$ cat src/rtl/viterbi_traceback.sv
// Viterbi traceback: buffers survivor pointers, picks the best end state, walks back, streams the path.
// Path valid len clocks after the last beat; out_* hold under out_ready low and in_ready drops until EMIT ends.
module viterbi_traceback #(
  parameter int N = 16,
  parameter int I = 3,
  parameter int W = 20,
  localparam int SW = $clog2(I),
  localparam int TW = $clog2(N) + 1
) (
  input  logic            clk,
  input  logic            rst_n,
  input  logic            in_valid,
  output logic            in_ready,
  input  logic [I*SW-1:0] in_psi,
  input  logic            in_last,
  input  logic [I*W-1:0]  in_delta,
  output logic            out_valid,
  input  logic            out_ready,
  output logic [SW-1:0]   out_state,
  output logic [TW-1:0]   out_idx,
  output logic            out_last,
  output logic            busy,
  output logic            err_ovf
);

  localparam int AW = $clog2(N);

  typedef enum logic [2:0] {IDLE, LOAD, ARGMAX, TRACE, EMIT} state_t;

  state_t state, state_nxt;

  logic [I*SW-1:0] psi_mem [N];
  logic [SW-1:0]   path_mem [N];

  logic [TW-1:0]   cnt;
  logic [TW-1:0]   len;
  logic [TW-1:0]   len_m1;
  logic [TW-1:0]   cnt_m1;
  logic [SW-1:0]   cur;
  logic [I*W-1:0]  delta;

  logic            accept;
  logic            last_beat;
  logic            ovf_hit;
  logic            emit_hs;
  logic [SW-1:0]   best;
  logic signed [W-1:0] best_val;
  logic [I*SW-1:0] row;
  logic [SW-1:0]   ptr;

  assign in_ready  = (state == IDLE) || (state == LOAD);
  assign busy      = (state != IDLE);
  assign accept    = in_valid && in_ready;
  assign last_beat = in_last || (cnt == TW'(N - 1));
  assign ovf_hit   = (state == LOAD) && accept && !in_last && (cnt == TW'(N - 1));
  assign len_m1    = len - TW'(1);
  assign cnt_m1    = cnt - TW'(1);
  assign emit_hs   = out_valid && out_ready;

  // Path memory is not reset, so gate the symbol with out_valid.
  assign out_state = out_valid ? path_mem[out_idx[AW-1:0]] : '0;
  assign out_last  = out_valid && (out_idx == len_m1);

  // Signed argmax; strict greater-than keeps the lowest index on ties.
  always_comb begin
    best     = '0;
    best_val = $signed(delta[W-1:0]);
    for (int j = 1; j < I; j++) begin
      if ($signed(delta[j*W +: W]) > best_val) begin
        best_val = $signed(delta[j*W +: W]);
        best     = SW'(j);
      end
    end
  end

  // Pointers >= I fall through to zero rather than indexing past the row.
  always_comb begin
    row = psi_mem[cnt[AW-1:0]];
    ptr = '0;
    for (int j = 0; j < I; j++) begin
      if (cur == SW'(j)) ptr = row[j*SW +: SW];
    end
  end

  always_ff @(posedge clk or negedge rst_n) begin
    if (!rst_n) state <= IDLE;
    else        state <= state_nxt;
  end

  always_comb begin
    state_nxt = state;
    case (state)
      IDLE:   if (accept) state_nxt = in_last ? ARGMAX : LOAD;
      LOAD:   if (accept && last_beat) state_nxt = ARGMAX;
      ARGMAX: state_nxt = (len > TW'(1)) ? TRACE : EMIT;
      TRACE:  if (cnt == TW'(1)) state_nxt = EMIT;
      EMIT:   if (emit_hs && out_last) state_nxt = IDLE;
      default: state_nxt = IDLE;
    endcase
  end

  always_ff @(posedge clk or negedge rst_n) begin
    if (!rst_n) begin
      cnt       <= '0;
      len       <= '0;
      cur       <= '0;
      delta     <= '0;
      err_ovf   <= 1'b0;
      out_valid <= 1'b0;
      out_idx   <= '0;
    end else begin
      case (state)
        IDLE: begin
          if (accept) begin
            err_ovf <= 1'b0;
            cnt     <= TW'(1);
            if (in_last) begin
              delta <= in_delta;
              len   <= TW'(1);
            end
          end
        end
        LOAD: begin
          if (accept) begin
            cnt <= cnt + TW'(1);
            if (last_beat) begin
              delta <= in_delta;
              len   <= cnt + TW'(1);
            end
            if (ovf_hit) err_ovf <= 1'b1;
          end
        end
        ARGMAX: begin
          cur <= best;
          cnt <= len_m1;
          if (len == TW'(1)) begin
            out_valid <= 1'b1;
            out_idx   <= '0;
          end
        end
        TRACE: begin
          cur <= ptr;
          cnt <= cnt_m1;
          if (cnt == TW'(1)) begin
            out_valid <= 1'b1;
            out_idx   <= '0;
          end
        end
        EMIT: begin
          if (emit_hs) begin
            if (out_last) begin
              out_valid <= 1'b0;
              out_idx   <= '0;
            end else begin
              out_idx <= out_idx + TW'(1);
            end
          end
        end
        default: ;
      endcase
    end
  end

  // Storage arrays carry no reset; stale content is never presented.
  always_ff @(posedge clk) begin
    if (state == LOAD && accept) psi_mem[cnt[AW-1:0]] <= in_psi;
    if (state == ARGMAX)         path_mem[len_m1[AW-1:0]] <= best;
    if (state == TRACE)          path_mem[cnt_m1[AW-1:0]] <= ptr;
  end

endmodule

$ cat config.mk
export PLATFORM = sky130hd
export DESIGN_NAME = viterbi_traceback
export DESIGN_NICKNAME = d
export VERILOG_FILES = /design/src/rtl/viterbi_traceback.sv
export SDC_FILE = /design/constraint.sdc
export NUM_CORES = 1
export LEC_CHECK = 0
export BUFFER_PORTS_ARGS = -buffer_cell sky130_fd_sc_hd__buf_2
export CAP_MARGIN = 30
export CELL_PAD_IN_SITES_DETAIL_PLACEMENT = 1
export CELL_PAD_IN_SITES_GLOBAL_PLACEMENT = 1
export CORE_ASPECT_RATIO = 0.75
export CORE_UTILIZATION = 45
export DETAILED_ROUTE_END_ITERATION = 8
export MAX_ROUTING_LAYER = met4
export PLACE_DENSITY = 0.73
export REMOVE_ABC_BUFFERS = 1
export SLEW_MARGIN = 10
export SYNTH_ARGS = -nofsm -noshare
export SYNTH_HDL_FRONTEND = slang
export SYNTH_SLANG_ARGS = --single-unit
$ cat constraint.sdc
create_clock -name clk -period 4.3 [get_ports clk]
set_clock_uncertainty 0.2 [all_clocks]
set_input_delay 0.86 -clock clk [delete_from_list [all_inputs] [get_ports clk]]
set_output_delay 0.86 -clock clk [all_outputs]
set_load 0.1 [all_outputs]
==> results_dict.tcl <==
set metrics [dict create \
    min_path_type "primary input to async pin" \
    die_w_um 174.9 \
    critPathCaptureType "flop" \
    insertion_delay_ns 0.52 \
    dpl.cell_count 1119 \
    core-area_sq_um 22050 \
    cp_cell_sequence "inv_2 > ha_4 > a21oi_4 > o21ai_2 > a221oi_2 > o2111ai_4 > mux2i_4 > buf_6 > mux2i_4 > ha_4 > buf_4 > nand4_1 > nor4_2 > nand2_1 > o21ai_2 > mux2i_2 > o21ai_2 > buf_6" \
    rsz0062_at_grt "true" \
    ys_seq_area_share_pct 58.44 \
    routed_via_density 5.669 \
    yosysWarnings 0 \
    path_max_fanout 8 \
    finalPower_w 0.01100 \
    timing.rr.start "delta[7]" \
    mostFrequentLayoutCell "edfxtp_1" \
    crit_path_start_kind "flop" \
    clock_path_buffers 3 \
    critPathBufInv 4 \
    routed_wl_mm 26.80 \
    finalNonFillerCells 1185 \
    setup_violations 34 \
    cpMostUsedCell "o21ai_2" \
    fillers 2201 \
    overflow 0 \
    fmax_ghz 0.2238 \
    finalCritPeriodShare_pct 103.9 \
    clockRootBuffer "clkbuf_16" \
    ys.flop_type "edfxtp_1" \
    critical_path_class "flop to flop" \
    ctsHoldBuffers 0 \
    syn_area_sq_um 10090 \
    antenna_left 0 \
    hold_viol 0 \
    die_y_um 131.7 \
    crit_arrival_ns 4.63 \
    grt_pass1_vias 7249 \
    synth_edf_count 128 \
    required_ns 4.47 \
    cp_top_family "compound AO/OA/AOI/OAI gates" \
    worstSetupStartpoint "delta[7]" \
    async_reset_ff_share_pct 39.05 \
    grt_pass1_wl_mm 41.37 \
    post-dp-hpwl_mm 17.56 \
    path_clk_slew_ns 0.07 \
    ir_drop_mv 0.3702 \
    clkSinkCount 210 \
    syn2layout_area_growth_pct 21.53 \
    gp_congestion 0.8272 \
    ctsHtreeMaxLevel 1 \
    leakage_nw 4.758 \
    num_vias 6718 \
    mostFrequentLayoutCells "edfxtp_1, dfrtp_1, buf_2" \
    synth_area_per_cell_sq_um 13.38 \
    cts_made_buffers 22 \
    grt_max_degree 91 \
    drive_gt1_share_pct 29.97 \
    violations "negative setup slack" \
    drt_iter0_markers 326 \
    grt_antenna_before_repair 0 \
    drv_cap 0 \
    status "finished, violations left" \
    wl_per_cell_um 22.62 \
    worst_slack_ns -0.1674 \
    worst_slew_pin_slew_ns 0.8902 \
    io_pins 83 \
    dr.pass1.iters 4 \
    num_rows 47 \
    start_util_pct 45.75 \
    slew_headroom_pct 40.66 \
    worst_path_max_delay_cell "dfrtp_1" \
    drc_errors 0 \
    ys_ff_latch 210 \
    crit_path_max_incr_delay_ns 0.41 \
    synthDistinctLibCells 60 \
    portBuffers 82 \
    netlist_instances 754 \
    die_area_sq_um 23030 \
    diodes 0 \
    post-route-min-period_ns 4.467 \
    power.density_nw_per_um2 897.3 \
    slew_violations 0 \
    gr-usage-all-layers_pct 23.91 \
    nNetsFinal 995 \
    cts_tree "built" \
]
[routing by layer]
metal / wire (um) / global-route usage, % / vias up
li1: - / - / 3069
met1: 12280 / 33.46 / 3437
met2: 12850 / 37.10 / 160
met3: 1024 / 3.154 / 52
met4: 642 / 6.087 / 0
met5: 0 / - / -
[path summary, 6_finish.rpt]
path                       slack [ns]  depth (start not counted)               to
setup / recovery                -0.17                         18  path_mem[12][0]
hold / removal                   0.22                          1        delta[47]
setup reg to reg                -0.17                         18  path_mem[12][0]
hold reg to reg                  0.29                          1          err_ovf
max in group asynchronous        2.81                          2       out_idx[1]
min in group clk                 0.29                          1          err_ovf
[cell type report]
class                      count  area, sq um  share of cell area, %
multi-input combinational    473         4270                  34.83
inverter                      35        131.4                  1.072
sequential                   210         5897                  48.10
timing repair buffer         133        859.6                  7.011
clock inverter                14        158.9                  1.296
clock buffer                  26        575.6                  4.694
tap                          294        367.9                  3.000
[registers in the layout, indices dropped and copies added, names as in the netlist]
name       count
psi_mem       96
out_valid      1
state          3
len            5
path_mem      32
err_ovf        1
out_idx        5
cur            2
delta         60
cnt            5
[timing repair]
| item | CTS | global route |
|---|---|---|
| pin swaps | 12 | 23 |
| endpoints found under the setup margin | 34 | 34 |
| hold endpoints to repair | 0 | 0 |
| gates cloned | 3 | 0 |
| resized for setup | 40 | 42 |
| setup buffers | 12 | 12 |
[worst reg2reg max path, delay by kind of cell, from the launching register on]
| family | cells | cell delay [ns] |
|---|---|---|
| AO/OA/AOI/OAI | 6 | 1.16 |
| adder cells (fa/ha/maj) | 2 | 0.41 |
| buffers and inverters | 4 | 0.60 |
| flip-flops | 1 | 0.41 |
| multiplexers | 3 | 0.69 |
| AND/OR/NAND/NOR | 3 | 0.85 |
[kinds of logic after synthesis]
family / Yosys count / share of synthesized area (%)
and+or+nand+nor: 188 / 8.942
muxes: 105 / 15.17
adders and majority gates: 49 / 6.077
DFF: 210 / 58.44
xor gates and xnor gates: 13 / 1.401
buffers and inverters: 71 / 2.914
AOI/OAI and AO/OA: 118 / 7.057
[where the power goes]
group          switching, W  internal, W
combinational       0.00319      0.00264
clock              0.000807      0.00114
sequential         0.000467      0.00275
[synth_stat cells, drive strengths merged, types with 4 or more instances]
cell	number	share of area, %
edfxtp	128	38
dfrtp	82	20
nand2	60	2.2
o21ai	53	2.6
ha	49	6.1
nor2	49	1.8
mux2	43	4.8
inv	35	1.3
mux4	34	7.6
mux2i	28	2.8
a21oi	26	1.3
buf	18	0.94
clkbuf	18	0.67
nand3	17	0.84
nor3	15	0.79
nor2b	8	0.50
a22o	7	0.61
xnor2	7	0.61
nand4	6	0.37
a21o	5	0.37
and4	5	0.43
nand2b	5	0.31
and2	4	0.25
nor3b	4	0.30
o22ai	4	0.25
or3	4	0.25
xor2	4	0.35
[stage by stage]
step | util, % | cell area (sq um) | setup TNS [ns] | hold slack (ns) | setup WS [ns]
floorplan | - | 9926 | -152.03 | 0.2651 | -2.017
global placement | 49.61 | 10940 | -1.628 | 0.2676 | -0.05624
detailed placement | 49.61 | 10940 | -8.248 | 0.2815 | -0.2695
CTS | 54.35 | 11990 | -0.1173 | 0.2290 | -0.009305
global route | 55.60 | 12260 | -9.523 | 0.2591 | -0.2948
finish | 55.60 | 12260 | -4.875 | 0.2168 | -0.1674
No activity file was read; power rests on OpenSTA's default activity.
